File: src/rtl/msk_and_pini_lanes_pkg.sv
// msk_and_pini_lanes_pkg: share-count helpers and random-index map for the masked AND lanes
package msk_and_pini_lanes_pkg;
  localparam int MSK_D_DEF = 2;
  typedef logic [MSK_D_DEF-1:0] msk_shares_t;
  function automatic int msk_nrnd(input int d);
    return d * (d - 1) / 2;
  endfunction
  function automatic int msk_ridx(input int d, input int i, input int j);
    return i * d - i * (i + 1) / 2 + (j - 1 - i);
  endfunction
endpackage

File: src/rtl/msk_and_pini_lanes_if.sv
// msk_and_pini_lanes_if: valid/ready share bus for the masked AND lanes
interface msk_and_pini_lanes_if
  import msk_and_pini_lanes_pkg::*;
#(parameter int D = 2, parameter int N = 4);
  localparam int NRND = msk_nrnd(D);
  logic in_valid, in_ready, out_valid, out_ready;
  logic [N*D-1:0] ina, inb, out;
  logic [N*NRND-1:0] rnd;
  modport master(output in_valid, ina, inb, rnd, out_ready, input in_ready, out_valid, out);
  modport slave(input in_valid, ina, inb, rnd, out_ready, output in_ready, out_valid, out);
endinterface

File: src/rtl/msk_and_pini_lanes_lane.sv
// msk_and_pini_lanes_lane: one lane's two-stage d-share PINI AND datapath
module msk_and_pini_lanes_lane
  import msk_and_pini_lanes_pkg::*;
#(
  parameter int D = 2,
  localparam int NRND = msk_nrnd(D)
) (
  input  logic            clk,
  input  logic            rst_n,
  input  logic            en1_i,
  input  logic            en2_i,
  input  logic            clr1_i,
  input  logic            clr2_i,
  input  logic [D-1:0]    a_i,
  input  logic [D-1:0]    b_i,
  input  logic [NRND-1:0] r_i,
  output logic [D-1:0]    out_o
);
  (* keep = "true", preserve = "true" *) logic [D-1:0] a1_q, b1_q, p2_q;
  (* keep = "true", preserve = "true" *) logic [D-1:0][D-1:0] r1_q, v1_q, u2_q, w2_q;
  logic [D-1:0][D-1:0] r1_d, v1_d, u2_d, w2_d;
  logic [D-1:0] p2_d;
  for (genvar i = 0; i < D; i++) begin : g_i
    for (genvar j = 0; j < D; j++) begin : g_j
      if (i == j) begin : g_diag
        assign r1_d[i][j] = 1'b0;
        assign v1_d[i][j] = 1'b0;
      end else begin : g_off
        localparam int K = i < j ? msk_ridx(D, i, j) : msk_ridx(D, j, i);
        assign r1_d[i][j] = r_i[K];
        assign v1_d[i][j] = b_i[j] ^ r_i[K];
      end
      assign u2_d[i][j] = ~a1_q[i] & r1_q[i][j];
      assign w2_d[i][j] = a1_q[i] & v1_q[i][j];
    end
    assign p2_d[i] = a1_q[i] & b1_q[i];
    // only XORs after the registers so no glitchy recombination of shares
    assign out_o[i] = p2_q[i] ^ (^u2_q[i]) ^ (^w2_q[i]);
  end
  always_ff @(posedge clk or negedge rst_n) begin
    if (!rst_n) begin
      a1_q <= '0;
      b1_q <= '0;
      r1_q <= '0;
      v1_q <= '0;
      p2_q <= '0;
      u2_q <= '0;
      w2_q <= '0;
    end else begin
      if (en1_i) begin
        a1_q <= clr1_i ? '0 : a_i;
        b1_q <= clr1_i ? '0 : b_i;
        r1_q <= clr1_i ? '0 : r1_d;
        v1_q <= clr1_i ? '0 : v1_d;
      end
      if (en2_i) begin
        p2_q <= clr2_i ? '0 : p2_d;
        u2_q <= clr2_i ? '0 : u2_d;
        w2_q <= clr2_i ? '0 : w2_d;
      end
    end
  end
endmodule

File: src/rtl/msk_and_pini_lanes.sv
// msk_and_pini_lanes: N-lane d-share PINI masked AND with valid/ready flow control.
// Define MSK_AND_CLR_ON_IDLE_EN to zero stage data on bubbles so out reads 0 while out_valid is low.
module msk_and_pini_lanes
  import msk_and_pini_lanes_pkg::*;
#(
  parameter int D = 2,
  parameter int N = 4
) (
  input logic                 clk,
  input logic                 rst_n,
  msk_and_pini_lanes_if.slave io
);
  localparam int NRND = msk_nrnd(D);
  logic s1_valid_q, s1_valid_d, s2_valid_q, s2_valid_d;
  logic adv1, adv2, en1, en2, clr1, clr2;
  logic [N*D-1:0] out_w;
  assign adv2 = ~s2_valid_q | io.out_ready;
  assign adv1 = ~s1_valid_q | adv2;
  assign io.in_ready = adv1;
  assign io.out_valid = s2_valid_q;
  assign io.out = out_w;
  assign s1_valid_d = adv1 ? io.in_valid : s1_valid_q;
  assign s2_valid_d = adv2 ? s1_valid_q : s2_valid_q;
`ifdef MSK_AND_CLR_ON_IDLE_EN
  assign en1 = adv1;
  assign clr1 = ~io.in_valid;
  assign en2 = adv2;
  assign clr2 = ~s1_valid_q;
`else
  assign en1 = adv1 & io.in_valid;
  assign clr1 = 1'b0;
  assign en2 = adv2 & s1_valid_q;
  assign clr2 = 1'b0;
`endif
  always_ff @(posedge clk or negedge rst_n) begin
    if (!rst_n) begin
      s1_valid_q <= 1'b0;
      s2_valid_q <= 1'b0;
    end else begin
      s1_valid_q <= s1_valid_d;
      s2_valid_q <= s2_valid_d;
    end
  end
  for (genvar l = 0; l < N; l++) begin : g_lane
    msk_and_pini_lanes_lane #(.D(D)) u_lane (
      .clk    (clk),
      .rst_n  (rst_n),
      .en1_i  (en1),
      .en2_i  (en2),
      .clr1_i (clr1),
      .clr2_i (clr2),
      .a_i    (io.ina[l*D +: D]),
      .b_i    (io.inb[l*D +: D]),
      .r_i    (io.rnd[l*NRND +: NRND]),
      .out_o  (out_w[l*D +: D])
    );
  end
endmodule

File: src/flat_wrapper.sv
// flat-port wrapper written by rule: the top's interface ports become plain ports
module msk_and_pini_lanes_flat import msk_and_pini_lanes_pkg::*;
#(
  parameter int D = 2,
  parameter int N = 4
)
  (clk, rst_n, io_in_valid, io_ina, io_inb, io_rnd, io_out_ready, io_in_ready, io_out_valid, io_out);
  msk_and_pini_lanes_if #(.D(D), .N(N)) io_i ();
  input logic clk;
  input logic rst_n;
  input wire logic [$bits(io_i.in_valid)-1:0] io_in_valid;
  input wire logic [$bits(io_i.ina)-1:0] io_ina;
  input wire logic [$bits(io_i.inb)-1:0] io_inb;
  input wire logic [$bits(io_i.rnd)-1:0] io_rnd;
  input wire logic [$bits(io_i.out_ready)-1:0] io_out_ready;
  output wire logic [$bits(io_i.in_ready)-1:0] io_in_ready;
  output wire logic [$bits(io_i.out_valid)-1:0] io_out_valid;
  output wire logic [$bits(io_i.out)-1:0] io_out;
  assign io_i.in_valid = io_in_valid;
  assign io_i.ina = io_ina;
  assign io_i.inb = io_inb;
  assign io_i.rnd = io_rnd;
  assign io_i.out_ready = io_out_ready;
  assign io_in_ready = io_i.in_ready;
  assign io_out_valid = io_i.out_valid;
  assign io_out = io_i.out;
  msk_and_pini_lanes #(.D(D), .N(N)) u_core (.clk(clk), .rst_n(rst_n), .io(io_i));
endmodule
File: config.mk
export PLATFORM = sky130hd
export DESIGN_NAME = msk_and_pini_lanes_flat
export DESIGN_NICKNAME = d
export VERILOG_FILES = /design/src/rtl/msk_and_pini_lanes_pkg.sv /design/src/rtl/msk_and_pini_lanes_if.sv /design/src/rtl/msk_and_pini_lanes_lane.sv /design/src/rtl/msk_and_pini_lanes.sv /design/src/flat_wrapper.sv
export SDC_FILE = /design/constraint.sdc
export NUM_CORES = 1
export LEC_CHECK = 0
export BUFFER_PORTS_ARGS = -buffer_cell sky130_fd_sc_hd__buf_4
export CORE_MARGIN = 2
export CORE_UTILIZATION = 55
export DETAILED_ROUTE_END_ITERATION = 8
export PLACE_DENSITY = 0.76
export SYNTH_ARGS = -nofsm -noshare
export SYNTH_HDL_FRONTEND = slang
export SYNTH_HIERARCHICAL = 1
export SYNTH_SLANG_ARGS = --single-unit
export TNS_END_PERCENT = 20
File: constraint.sdc
create_clock -name clk -period 3.2 [get_ports clk]
set_input_delay 0.48 -clock clk [delete_from_list [all_inputs] [get_ports clk]]
set_output_delay 0.48 -clock clk [all_outputs]
set_load 0.005 [all_outputs]
==> out/qor.csv <==
metric;value;unit
syn_avg_cell_area;10.4;um^2
syn_to_final_growth;18.1;%
yosysWarnings;6;
fp.dieH;72.2;um
powerDensity;455;mW/mm^2
wl_per_cell;10.4;um
cp-start-kind;register;
grt_pass1_wl;6840;um
final_util;68.4;%
initial_core_util;57.9;%
h-tree-depth;2;
dp_hpwl;2700;um
dr_total_vias;1704;
cts_tree;built;
cts_sinks;54;
antenna_found_initial;0;
final_common_cell;dfrtp_1;
io_pins;34;
min_period_over_period;51.6;%
setup_viol;0;
overflow;0;
routed_wl;3800;um
viasPerCell;4.67;
grt_max_degree;55;
worst-setup-path-type;reg -> out;
fin_skew;0.00377;ns
drt-initial-drc-count;74;
setup.worst_path.end_class;output port;
coreArea;0.00441;mm^2
status;finished clean;
dpl-instance-area;0.00294;mm^2
ctsResizeCount;0;
p_leak;1.40;nW
rows;24;
die_area;0.00521;mm^2
fmax;605;MHz
root_buffer;clkbuf_8;
finalHoldViolCount;0;
final.min_clock_period;1.65;ns
clkSlewWorstSetupHoldPaths;0.08;ns
drv_cap;0;
drtAntennaViolNets;0;
drv_slew;0;
cts_hold_buf;0;
p_total;1.37;mW
dr.pass1.iters;4;
mostFrequentLayoutCells;dfrtp_1 (54), inv_1 (48), conb_1 (36), buf_4 (34), o22ai_1 (28);
final_net_count;337;
first_global_vias;1630;
syn_area;0.00255;mm^2
cts_buffers;5;
max-vdd-ir-drop;0.000294;V
required;2.72;ns
slew_headroom;56.4;%
hold_ws;0.200;ns
antenna_cells;0;
design_area;0.00302;mm^2
clkLatencyLatePin;0.30;ns
critPathArrivalTime;1.17;ns
drc;0;
io_buffers;33;
place_congestion;0.721;
hold_path.class;in -> async;
grt_use_total;16.7;%
rsz0062_at_grt;no;
tightestPinTransition;0.654;ns
die_w;72.2;um
drive_gt1_share;15.7;%
synth_cells;245;
tns;0;ns
clock_path_buffers;2;
cp_max_fo;2;
cts_setup_buffers;0;
per-stage QoR:
| step | setup WS [ns] | instances |
|---|---|---|
| after detailed placement | 1.55 | 358 |
| after CTS | 1.52 | 365 |
| after global placement | 1.57 | 358 |
| after floorplan | 1.82 | 280 |
| after global routing | 1.45 | 365 |
| final | 1.55 | 365 |
layer usage:
metal / share of wire (%) / up-vias / global-route usage, %
met4: 1.9 / 0 / 6.29
met1: 45 / 773 / 20.1
li1: - / 895 / -
met2: 49 / 29 / 29.2
met3: 4.2 / 7 / 4.03
met5: 0 / - / 0
worst paths after layout:
check | startpoint | endpoint | slack [ns] | cells after the start
max in group asynchronous | rst_n | u_core/g_lane[0].u_lane/b1_q[0] | 2.56 | 1
hold / removal | rst_n | u_core/g_lane[3].u_lane/r1_q[1] | 0.20 | 1
setup / recovery | u_core/g_lane[3].u_lane/p2_q[1] | io_out[7] | 1.55 | 3
min in group clk | io_in_valid | u_core/s1_valid_q | 0.40 | 2
setup reg to reg | u_core/io.out_valid | u_core/g_lane[0].u_lane/u2_q[2] | 1.69 | 4
hold reg to reg | u_core/g_lane[1].u_lane/v1_q[1] | u_core/g_lane[1].u_lane/w2_q[1] | 0.53 | 2
cell type report:
type,instances,area (um^2)
timing repair buffer,34,255
clock buffer,7,76.3
inverter,48,180
sequential,54,1350
multi-input combinational,170,1090
tap,52,65.1
fill,362,1400
flip-flops by register name, indices dropped and copies added (netlist names):
register,flops
u_core/g_lane.u_lane/a1_q,8
u_core/g_lane.u_lane/p2_q,8
u_core/s1_valid_q,1
u_core/g_lane.u_lane/v1_q,8
u_core/g_lane.u_lane/u2_q,8
u_core/g_lane.u_lane/r1_q,4
u_core/g_lane.u_lane/b1_q,8
u_core/io.out_valid,1
u_core/g_lane.u_lane/w2_q,8
power by group:
part           internal, mW  leakage [nW]  switching (mW)
clock network         0.151        0.0383           0.193
registers             0.743         0.715          0.0417
logic                 0.132         0.647           0.112
worst max-delay path, cell delays in order (launching register included):
cell and delay [ns]:
dfrtp_1 0.39, xnor2_1 0.22, xnor2_1 0.14, buf_4 0.13
Power figures use the tool's default switching activity.
